===== config.mk =====
export PLATFORM = sky130hd
export DESIGN_NAME = lsu_data_port
export DESIGN_NICKNAME = d
export VERILOG_FILES = /design/src/rtl/lsu_data_port.sv
export SDC_FILE = /design/constraint.sdc
export NUM_CORES = 1
export LEC_CHECK = 0
export ABC_AREA = 0
export ABC_CLOCK_PERIOD_IN_PS = 2050
export BUFFER_PORTS_ARGS = -buffer_cell sky130_fd_sc_hd__buf_2
export CAP_MARGIN = 5
export CORE_MARGIN = 2
export CORE_UTILIZATION = 40
export CTS_BUF_LIST = sky130_fd_sc_hd__clkbuf_4 sky130_fd_sc_hd__clkbuf_8 sky130_fd_sc_hd__clkbuf_16
export DETAILED_ROUTE_END_ITERATION = 16
export HOLD_SLACK_MARGIN = 0.03
export PLACE_DENSITY = 0.71
export SETUP_SLACK_MARGIN = 0.05
export SYNTH_ARGS = -nofsm -noshare
export SYNTH_HDL_FRONTEND = slang
export SYNTH_SLANG_ARGS = --single-unit

===== constraint.sdc =====
create_clock -name clk -period 2.05 [get_ports clk]
set_input_delay 0.1025 -clock clk [delete_from_list [all_inputs] [get_ports clk]]
set_output_delay 0.1025 -clock clk [all_outputs]
set_load 0.005 [all_outputs]

===== src/rtl/lsu_data_port.sv =====
// Load/store data port: turns one pipeline load/store into a single registered
// memory strobe. It also aligns store lanes and extends load data.
module lsu_data_port (
    input  logic        clk,
    input  logic        rst,
    input  logic        req_valid,
    input  logic        req_we,
    input  logic [2:0]  req_funct3,
    input  logic [31:0] req_addr,
    input  logic [31:0] req_wdata,
    output logic        stall,
    output logic        done_valid,
    output logic [31:0] load_data,
    output logic        req_error,
    output logic        mem_read,
    output logic        mem_write,
    output logic [31:0] mem_address,
    output logic [3:0]  mem_wmask,
    output logic [31:0] mem_wdata,
    input  logic [31:0] mem_rdata,
    input  logic        mem_resp,
    output logic [1:0]  dbg_state
);

    // Handshake: req_valid stays high until done_valid or req_error; a strobe stays
    // constant until mem_resp is seen in ACCESS; mem_resp at any other time is ignored.
    typedef enum logic [1:0] {
        IDLE   = 2'd0,
        ACCESS = 2'd1,
        DONE   = 2'd2
    } state_t;

    state_t      state_q, state_d;
    logic        mem_read_q, mem_read_d;
    logic        mem_write_q, mem_write_d;
    logic [31:0] mem_address_q, mem_address_d;
    logic [3:0]  mem_wmask_q, mem_wmask_d;
    logic [31:0] mem_wdata_q, mem_wdata_d;
    logic [31:0] load_data_q, load_data_d;
    logic [2:0]  funct3_q, funct3_d;
    logic [1:0]  addr_lo_q, addr_lo_d;

    logic        illegal;
    logic [3:0]  st_mask;
    logic [31:0] st_data;
    logic [7:0]  rd_byte;
    logic [15:0] rd_half;
    logic [31:0] rd_ext;

    always_comb begin
        illegal = 1'b0;
        case (req_funct3)
            3'b011, 3'b110, 3'b111: illegal = 1'b1;
            3'b001, 3'b101:         illegal = req_addr[0];
            3'b010:                 illegal = (req_addr[1:0] != 2'b00);
            default:                illegal = 1'b0;
        endcase
    end

    // Store size comes from funct3[1:0], so the lane placement is the same for signed and unsigned codes.
    always_comb begin
        st_mask = 4'b1111;
        st_data = req_wdata;
        case (req_funct3[1:0])
            2'b00: begin
                st_mask = 4'b0001 << req_addr[1:0];
                st_data = {4{req_wdata[7:0]}};
            end
            2'b01: begin
                st_mask = 4'b0011 << {req_addr[1], 1'b0};
                st_data = {2{req_wdata[15:0]}};
            end
            default: begin
                st_mask = 4'b1111;
                st_data = req_wdata;
            end
        endcase
    end

    always_comb begin
        rd_byte = mem_rdata[7:0];
        case (addr_lo_q)
            2'd0:    rd_byte = mem_rdata[7:0];
            2'd1:    rd_byte = mem_rdata[15:8];
            2'd2:    rd_byte = mem_rdata[23:16];
            default: rd_byte = mem_rdata[31:24];
        endcase
        rd_half = addr_lo_q[1] ? mem_rdata[31:16] : mem_rdata[15:0];
        case (funct3_q)
            3'b000:  rd_ext = {{24{rd_byte[7]}}, rd_byte};
            3'b001:  rd_ext = {{16{rd_half[15]}}, rd_half};
            3'b100:  rd_ext = {24'd0, rd_byte};
            3'b101:  rd_ext = {16'd0, rd_half};
            default: rd_ext = mem_rdata;
        endcase
    end

    always_comb begin
        state_d       = state_q;
        mem_read_d    = mem_read_q;
        mem_write_d   = mem_write_q;
        mem_address_d = mem_address_q;
        mem_wmask_d   = mem_wmask_q;
        mem_wdata_d   = mem_wdata_q;
        load_data_d   = load_data_q;
        funct3_d      = funct3_q;
        addr_lo_d     = addr_lo_q;
        case (state_q)
            IDLE: begin
                if (req_valid && !illegal) begin
                    state_d       = ACCESS;
                    mem_read_d    = !req_we;
                    mem_write_d   = req_we;
                    mem_address_d = {req_addr[31:2], 2'b00};
                    mem_wmask_d   = req_we ? st_mask : 4'b0000;
                    mem_wdata_d   = req_we ? st_data : 32'd0;
                    funct3_d      = req_funct3;
                    addr_lo_d     = req_addr[1:0];
                end
            end
            ACCESS: begin
                if (mem_resp) begin
                    state_d     = DONE;
                    mem_read_d  = 1'b0;
                    mem_write_d = 1'b0;
                    load_data_d = mem_write_q ? 32'd0 : rd_ext;
                end
            end
            default: begin
                state_d = IDLE;
            end
        endcase
    end

    always_ff @(posedge clk) begin
        if (rst) begin
            state_q       <= IDLE;
            mem_read_q    <= 1'b0;
            mem_write_q   <= 1'b0;
            mem_address_q <= 32'd0;
            mem_wmask_q   <= 4'd0;
            mem_wdata_q   <= 32'd0;
            load_data_q   <= 32'd0;
            funct3_q      <= 3'd0;
            addr_lo_q     <= 2'd0;
        end else begin
            state_q       <= state_d;
            mem_read_q    <= mem_read_d;
            mem_write_q   <= mem_write_d;
            mem_address_q <= mem_address_d;
            mem_wmask_q   <= mem_wmask_d;
            mem_wdata_q   <= mem_wdata_d;
            load_data_q   <= load_data_d;
            funct3_q      <= funct3_d;
            addr_lo_q     <= addr_lo_d;
        end
    end

    assign stall       = ((state_q == IDLE) && req_valid && !illegal) || (state_q == ACCESS);
    assign req_error   = (state_q == IDLE) && req_valid && illegal;
    assign done_valid  = (state_q == DONE);
    assign load_data   = load_data_q;
    assign mem_read    = mem_read_q;
    assign mem_write   = mem_write_q;
    assign mem_address = mem_address_q;
    assign mem_wmask   = mem_wmask_q;
    assign mem_wdata   = mem_wdata_q;
    assign dbg_state   = state_q;

endmodule


Word-level counts from Yosys, hierarchy flattened
Index checks and enable logic that the tools add are counted.
{"block": "word_totals", "out_inout_bits": 107, "ff_bits": 107}
{"block": "op_classes", "reduce_logical": 19, "eq_ne": 16, "shift": 2, "muxes": 17}
{"op": "$pmux 32 s4", "count": 1}
{"op": "$mux 32", "count": 2}
{"op": "$pmux 32 s2", "count": 1}
{"op": "$pmux 8 s3", "count": 1}
{"op": "$mux 16", "count": 1}
{"op": "$eq 3x3->1 const B", "count": 5}
{"op": "$pmux 4 s2", "count": 1}
{"op": "$eq 2x1->1 const B", "count": 3}
{"op": "$eq 3x1->1 const B", "count": 2}
{"op": "$eq 3x2->1 const B", "count": 2}
{"op": "$logic_not 2->1", "count": 3}
{"op": "$reduce_and 2->1", "count": 3}
{"op": "$eq 2x2->1 const B", "count": 2}
{"op": "$logic_and 1x1->1", "count": 4}
{"op": "$mux 2", "count": 2}
{"op": "$mux 4", "count": 1}
{"op": "$ne 2x2->1 const B", "count": 2}
{"op": "$pmux 1 s2", "count": 2}
{"op": "$pmux 2 s2", "count": 1}
{"op": "$reduce_bool 2->1", "count": 2}
{"op": "$shl 1x2->4 const A", "count": 1}
{"op": "$shl 2x2->4 const A", "count": 1}
{"op": "$logic_not 3->1", "count": 1}
{"op": "$mux 1", "count": 3}
{"op": "6 further kinds", "count": 7}

Longest topological paths before layout
Gate-level depths: netlist of run 1.
{"block": "logic_depth", "depth_word": 7, "depth_mapped": 7, "mapped_depth_nobuf": 4}

Worst setup path after synthesis of run 1
No wires, ideal clock.
{"block": "synth_timing", "kind": "reg-to-reg", "start": "register addr_lo_q[1]", "end": "register load_data_q[16], in the netlist load_data[16]", "path_stages_with_launch": 7, "slack_ns": 0.322, "required_time_ns": 1.927, "setup_ns": 0.123, "synth_period_minus_slack_ns": 1.728, "arrival_ns": 1.605, "path_cell_list": "dfxtp_1 buf_4 mux2_2 a22oi_1 a2111oi_4 buf_6 a221o_2"}
{"block": "synth_via", "elab_chain_cells": 4, "word_cells_on_any_way": 7, "classes_between": "eq/ne (2); mux (4); reduce/logical (1)"}
{"element": "start, declared", "line": "41", "source": "logic [1:0] addr_lo_q, addr_lo_d;"}
{"element": "start signal, assigned", "line": "155", "source": "addr_lo_q <= addr_lo_d;"}
{"element": "$eq 2x2->1, or another cell as far along", "line": "82", "source": "case (addr_lo_q)"}
{"element": "$pmux 8 s3", "line": "82"}
{"element": "$pmux 32 s4 (*)", "line": "89", "source": "case (funct3_q)"}
{"element": "$mux 32 (*)", "line": "126", "source": "load_data_d = mem_write_q ? 32'd0 : rd_ext;"}
{"element": "end signal, assigned", "line": "153", "source": "load_data_q <= load_data_d;"}
{"element": "end, declared", "line": "39", "source": "logic [31:0] load_data_q, load_data_d;"}
Every way passes the cells marked *; elsewhere a longest branch is shown, timed or not.
A chain may end at the register's enable or synchronous reset.

Worst setup path in the final report of run 1
{"block": "layout_timing", "start": "input port req_funct3[2]", "end": "output port stall"}
{"block": "layout_via", "elab_chain_cells": 6, "word_cells_on_any_way": 12, "classes_between": "eq/ne (6); mux (1); reduce/logical (5)"}
{"element": "start, declared", "line": "8", "source": "input logic [2:0] req_funct3,"}
{"element": "$eq 3x2->1, or another cell as far along", "line": "52", "source": "case (req_funct3)"}
{"element": "$reduce_or 3->1 / $reduce_or 2->1 (equally long branches)", "line": "52"}
{"element": "$pmux 1 s3 (*)", "line": "52"}
{"element": "$logic_not 1->1 (*)", "line": "159", "source": "assign stall = ((state_q == IDLE) && req_valid && !illegal) || (state_q == ACCESS);"}
{"element": "$logic_and 1x1->1 (*)", "line": "159"}
{"element": "$logic_or 1x1->1 (*)", "line": "159"}
{"element": "end, declared", "line": "11", "source": "output logic stall,"}
Marked as above.

==> results of run 1 <==
## cell type report
class | instances | area [µm²] | share of cell area
well taps | 140 | 175.2 | 0.02624
inverters | 4 | 15.01 | 0.002249
clock buffers | 9 | 225.2 | 0.03374
flip-flops and latches | 107 | 2142 | 0.3209
multi-input cells | 346 | 2196 | 0.3290
clock inverters | 7 | 82.58 | 0.01237
repair buffers | 289 | 1839 | 0.2755
## metal layers
layer  up-vias  track usage  share of wire  wire (µm)
met5         -            0              0          0
met1      2225       0.2767           0.40       5821
met3        24      0.06702          0.094       1360
met2       216       0.4045           0.48       7007
li1       2311            -              -          -
met4         0       0.1054          0.023        329
## per-stage QoR
step	worst slack [ns]	cell area (µm²)	setup TNS, ns	hold WS (ns)
final	0.2325	6675	0	0.04200
after global routing	0.1251	6675	0	0.04962
after CTS	0.05004	6619	0	0.03133
after detailed placement	-0.04282	5673	-0.4451	0.3487
after global placement	0.05904	5673	0	0.3429
after floorplan	0.3224	4524	0	0.2280
## logic make-up after synthesis
family | share of synthesized area
AO/OA/AOI/OAI | 0.2580
buffers and inverters | 0.04816
flip-flops | 0.4738
multiplexers | 0.05674
other | 0.0008295
AND/OR/NAND/NOR | 0.1625
## sequential cells by signal, indices dropped and copies added, names as in the netlist
signal       cells
funct3_q         3
mem_wdata       32
mem_read         1
mem_write        1
addr_lo_q        2
mem_address     30
mem_wmask        4
load_data       32
dbg_state        2
## power breakdown
part,internal (W),switching (W)
sequential,0.00216,0.0000526
combinational,0.000361,0.000366
clock,0.000967,0.000837
total,0.00349,0.00126
## worst max-delay path, delay by kind of cell
family	cells	cell delay, ns
AOI/OAI and AO/OA	2	0.39
and+or+nand+nor	1	0.38
buffers and inverters	3	0.84
## cells in the final DEF, fill, tap and decap left out, types with 11 or more instances in the layout
cell / netlist / final
buf_2: 18 / 208
buf_4: 4 / 16
a22o_1: 12 / 12
nand2_1: 95 / 95
nor2_1: 20 / 20
o2bb2ai_1: 12 / 12
o21ai_0: 22 / 22
a221o_2: 16 / 16
dfxtp_1: 107 / 107
nand2b_1: 13 / 13
mux2i_1: 20 / 20
nor2b_1: 12 / 11
a21oi_1: 52 / 52
dlygate4sd3_1: 0 / 63
## final timing paths
path | endpoint | cells past startpoint | startpoint
max | stall | 6 | req_funct3[2]
min | mem_write | 3 | req_we
max reg2reg | load_data[21] | 5 | addr_lo_q[1]
min reg2reg | load_data[7] | 2 | load_data[7]
## timing repair
action                                  4_1_cts  5_1_grt
buffers inserted                              0        1
gates resized for setup                       1        1
hold endpoints to repair                     63        0
pin swaps                                     1        1
endpoints found under the setup margin       19       21
hold buffers                                 63        0
==> impl_metrics.tcl, run 1 <==
set metrics [dict create \
    status "completed" \
    avgSynthCellArea_um2 9.077 \
    fin_crit_ns 1.818 \
    grt_setup_unrepaired "no" \
    hold_violations 0 \
    setup.reg_to_reg.worst_slack_ns 0.24 \
    num_antenna_cells 0 \
    dr.pass1.iters 4 \
    antenna_left 0 \
    drt_iter0_drc 366 \
    worstSetupStartpointType "input port" \
    p_per_area_nw_per_um2 710.9 \
    drive_above_1_share 0.3570 \
    cpMaxStageDelayCell "dlygate4sd3_1" \
    hold_path.class "input port to flop" \
    h-tree-depth 3 \
    grt_pass1_vias 4644 \
    synth-edff-count 0 \
    wl_per_cell_um 16.10 \
    crit_type "input port to primary output" \
    cp_common_cell "buf_2" \
    syn_inst 498 \
    period_share 0.8866 \
    power_w 0.004745 \
    grt_use_total 0.2372 \
    rows 38 \
    arrival_ns 1.72 \
    ys_types 44 \
    ir_worst_vdd_uv 461.5 \
    dieHeight_um 110.3 \
    layoutNonFillerInstCount 902 \
    cts_max_path_buffers 2 \
    io_buffers 208 \
    yosys.area.top_type "dfxtp_1" \
    drt_wl_total_um 14520 \
    worst-path-max-fanout 23 \
    drv_cap 0 \
    synth_seq_cells 107 \
    synth_common_cells "dfxtp_1 (107), nand2_1 (95), a21oi_1 (52)" \
    yosysMostFrequentCell "dfxtp_1" \
    cts_tree "built" \
    gp_congestion 0.8469 \
    fin_nets 861 \
    routed_via_density 5.295 \
    cts_made_buffers 9 \
    fmax_mhz 550.2 \
    crit_path_cell_trace "dlygate4sd3_1 -> buf_2 -> nor4_4 -> o21ai_4 -> o21ai_0 -> buf_2" \
    gr-total-overflow 0 \
    synth.top_cell.area_share 0.4738 \
    hpwl_um 9847 \
    area_growth_pct 47.66 \
    relSlewSlack 0.5370 \
    clk_pin_slew_ns 0.08 \
    synth_area_um2 4521 \
    clk-insertion-delay-late_ns 0.35 \
    antenna_found_initial 0 \
    cts.sinks 107 \
    io_pins 211 \
    fin_skew_ns 0.007033 \
    p_leak_nw 3.008 \
    dp_cells 821 \
    die_width_um 110.3 \
    setup_viol 0 \
    yosysSeqAreaShare 0.4738 \
    dominantRegCellSynth "dfxtp_1" \
    die-area_um2 12170 \
    slew_viol_final 0 \
    initial_utilization 0.4134 \
    grt_pass1_wl_um 22380 \
    drc_errors 0 \
    cp_slowest_stage_delay_ns 0.54 \
    core-area_um2 10940 \
    grt_start_max_net_pins 32 \
    cp.required_ns 1.95 \
    fin_util 0.6104 \
    cts_root_buffer "clkbuf_16" \
    synth_area_leaders "dfxtp_1 (47%), nand2_1 (7.9%), a21oi_1 (5.8%)" \
    dr_total_vias 4776 \
    worstSetupEndpointType "primary output" \
    yosysWarningCount 0 \
    worst_slew_pin_slew_ns 0.6769 \
    n_fill_cell 944 \
    async_flop_share 0 \
]
No activity file was read; power rests on OpenSTA's default activity.
==> inputs of run 2 (changes only) <==
--- a/config.mk
+++ b/config.mk
@@ -5,16 +5,15 @@
 export SDC_FILE = /design/constraint.sdc
 export NUM_CORES = 1
 export LEC_CHECK = 0
-export ABC_AREA = 0
+export ABC_AREA = 1
 export ABC_CLOCK_PERIOD_IN_PS = 2050
 export BUFFER_PORTS_ARGS = -buffer_cell sky130_fd_sc_hd__buf_2
 export CAP_MARGIN = 5
 export CORE_MARGIN = 2
-export CORE_UTILIZATION = 40
+export CORE_UTILIZATION = 30
 export CTS_BUF_LIST = sky130_fd_sc_hd__clkbuf_4 sky130_fd_sc_hd__clkbuf_8 sky130_fd_sc_hd__clkbuf_16
 export DETAILED_ROUTE_END_ITERATION = 16
 export HOLD_SLACK_MARGIN = 0.03
-export PLACE_DENSITY = 0.71
 export SETUP_SLACK_MARGIN = 0.05
 export SYNTH_ARGS = -nofsm -noshare
 export SYNTH_HDL_FRONTEND = slang
==> impl_metrics.tcl, run 2 <==
set metrics [dict create \
    dr.pass1.iters 5 \
    p_leak_nw 3.111 \
    drc_errors 0 \
    pwr-share-comb 0.171 \
    regArea_um2 2142 \
    avgSynthCellArea_um2 6.916 \
    critical_path.endpoint "stall" \
    cts.sinks 107 \
    dr_total_vias 5276 \
    rows 45 \
    synth.top_cell.area_share 0.4541 \
    fin_crit_ns 1.738 \
    arrival_ns 1.64 \
    yosysMostFrequentCell "nand2_1" \
    synth_area_um2 4717 \
    final.setup.tns_ns 0 \
    yosysWarningCount 0 \
    fmax_mhz 575.3 \
    wl_per_cell_um 13.93 \
    status "completed" \
    cts_root_buffer "clkbuf_16" \
    synth_common_cells "nand2_1 (228), a21oi_1 (114), dfxtp_1 (107)" \
    die-area_um2 16740 \
    grt_use_total 0.1843 \
    yosysSeqAreaShare 0.4541 \
    worstSetupEndpointType "primary output" \
    clk-insertion-delay-late_ns 0.34 \
    crit_type "input port to primary output" \
    synth_seq_cells 107 \
    drt_wl_total_um 15760 \
    hold_violations 0 \
    startpoint "req_funct3[2]" \
    p_clk_frac 0.367 \
    fin_nets 1018 \
    synth-edff-count 0 \
    ys_types 27 \
    worstSetupStartpointType "input port" \
    cts_resized 0 \
    hold_buffers 40 \
    worst-path-max-fanout 70 \
    core-area_um2 15260 \
    cts_made_buffers 9 \
    hpwl_um 11140 \
    setup.reg_to_reg.worst_slack_ns 0.44 \
    dieHeight_um 129.4 \
    mostFrequentLayoutCells "nand2_1 (228), buf_2 (207), a21oi_1 (114)" \
    internal_power_w 0.003483 \
    h-tree-depth 3 \
    antenna_left 0 \
    dominantRegCellSynth "dfxtp_1" \
    setup_viol 0 \
    n_fill_cell 1642 \
    drive_above_1_share 0.2840 \
    cts_max_path_buffers 2 \
    p_per_area_nw_per_um2 722.9 \
    synth_area_leaders "dfxtp_1 (45%), nand2_1 (18%), a21oi_1 (12%)" \
    relSlewSlack 0.6213 \
    routed_via_density 4.665 \
    drv_cap 0 \
    clk_pin_slew_ns 0.07 \
    io_pins 211 \
    hold_path.class "input port to flop" \
    antenna_found_initial 1 \
    power_w 0.004801 \
    mostFrequentLayoutCell "nand2_1" \
    drt_iter0_drc 290 \
    multi_input_area_um2 2227 \
    crit-reg2reg-launch "dbg_state[1]" \
    cp.required_ns 1.95 \
    cts_tree "built" \
    fin_skew_ns 0.006794 \
    yosys.area.top_type "dfxtp_1" \
    grt_setup_unrepaired "no" \
    gr-total-overflow 0 \
    syn_inst 682 \
    io_buffers 208 \
    ir_worst_vdd_uv 385.7 \
    hold_slack_ns 0.07033 \
    die_width_um 129.4 \
    slew_viol_final 0 \
    p_sw_frac 0.2745 \
    grt_start_max_net_pins 71 \
    r2r_end "mem_wdata[23]" \
    worst_slew_pin_slew_ns 0.5680 \
    gp_congestion 0.8353 \
    cts_post_setup_buffers_inserted 0 \
    period_share 0.8479 \
    initial_utilization 0.3091 \
    grt_pass1_wl_um 24360 \
    switchingPower_w 0.001318 \
    worstRegToRegCells 7 \
    area_growth_pct 40.80 \
    async_flop_share 0 \
    grt_pass1_vias 4787 \
    p_seq_frac 0.462 \
]
==> run 2: cell types whose count changed in the layout (fill, tap and decap cells not counted), moves of 10 or more <==
cell,delta
nand2_1,+133
o2bb2ai_1,-12
nand2b_1,-13
a22o_1,-12
mux2i_1,-20
dlygate4sd3_1,-23
a21oi_1,+62
a221o_2,-16
or2_2,+10
inv_1,+31
nand3_1,+37
nor2b_1,-11
nor2_1,+24
==> run 2: cell families after synthesis <==
logic type | Yosys count | share of synthesized area
and+or+nand+nor | 333 | 0.2928
AOI/OAI and AO/OA | 160 | 0.1777
DFF | 107 | 0.4541
buffers and inverters | 81 | 0.07454
other | 1 | 0.0007950
==> run 2: metal layers <==
layer | GRT usage | share of wire | vias to the layer above
met1 | 0.2387 | 0.45 | 2376
met5 | 0 | 0 | -
met2 | 0.2898 | 0.44 | 208
met4 | 0.06650 | 0.026 | 0
met3 | 0.05739 | 0.085 | 26
li1 | - | - | 2666
==> run 2: worst max-delay path, cell delays in order <==
cell and delay (ns):
dlygate4sd3_1 0.54, buf_2 0.12, nor2_1 0.04, nand2_1 0.06, nand2_1 0.09, nand3_4 0.14, buf_12 0.30, nand2_1 0.08
buf_2 0.15
==> run 2: worst min-delay path by stage <==
stage	slack, ns	from	endpoint	cells after the start
floorplan	0.25	req_funct3[2]	funct3_q[2]	2
global placement	0.35	req_addr[5]	mem_address[5]	3
detailed placement	0.36	req_addr[12]	mem_address[12]	3
CTS	0.05	mem_resp	dbg_state[0]	3
global route	0.06	mem_resp	dbg_state[0]	3
finish	0.07	mem_resp	dbg_state[0]	3
==> run 2: final cells by class <==
cell class / count / share of cell area
antenna: 1 / 0.0003768
clock buffer: 10 / 0.03504
multi-input combinational: 495 / 0.3353
clock inverter: 6 / 0.009797
inverter: 39 / 0.02204
tap: 211 / 0.03975
sequential: 107 / 0.3225
timing repair buffer: 262 / 0.2351
==> run 2: metrics by stage <==
| step | instance area, µm² | setup WS (ns) | utilization | instances |
|---|---|---|---|---|
| 2_1_floorplan | 4721 | 0.6884 | - | 683 |
| 3_3_place_gp | 5941 | 0.4969 | 0.3893 | 1074 |
| 3_5_place_dp | 5941 | 0.4540 | 0.3893 | 1074 |
| 4_1_cts | 6639 | 0.2828 | 0.4351 | 1130 |
| 5_1_grt | 6641 | 0.1798 | 0.4353 | 1131 |
| 6_report | 6641 | 0.3117 | 0.4353 | 1131 |
==> run 2: power groups by stage <==
stage               sequential (W)  combinational (W)  clock [W]
CTS                        0.00222           0.000823    0.00182
detailed placement         0.00227           0.000763          0
global route               0.00223           0.000919    0.00191
finish                     0.00222           0.000821    0.00176
floorplan                  0.00227           0.000430          0
global placement           0.00227           0.000762          0
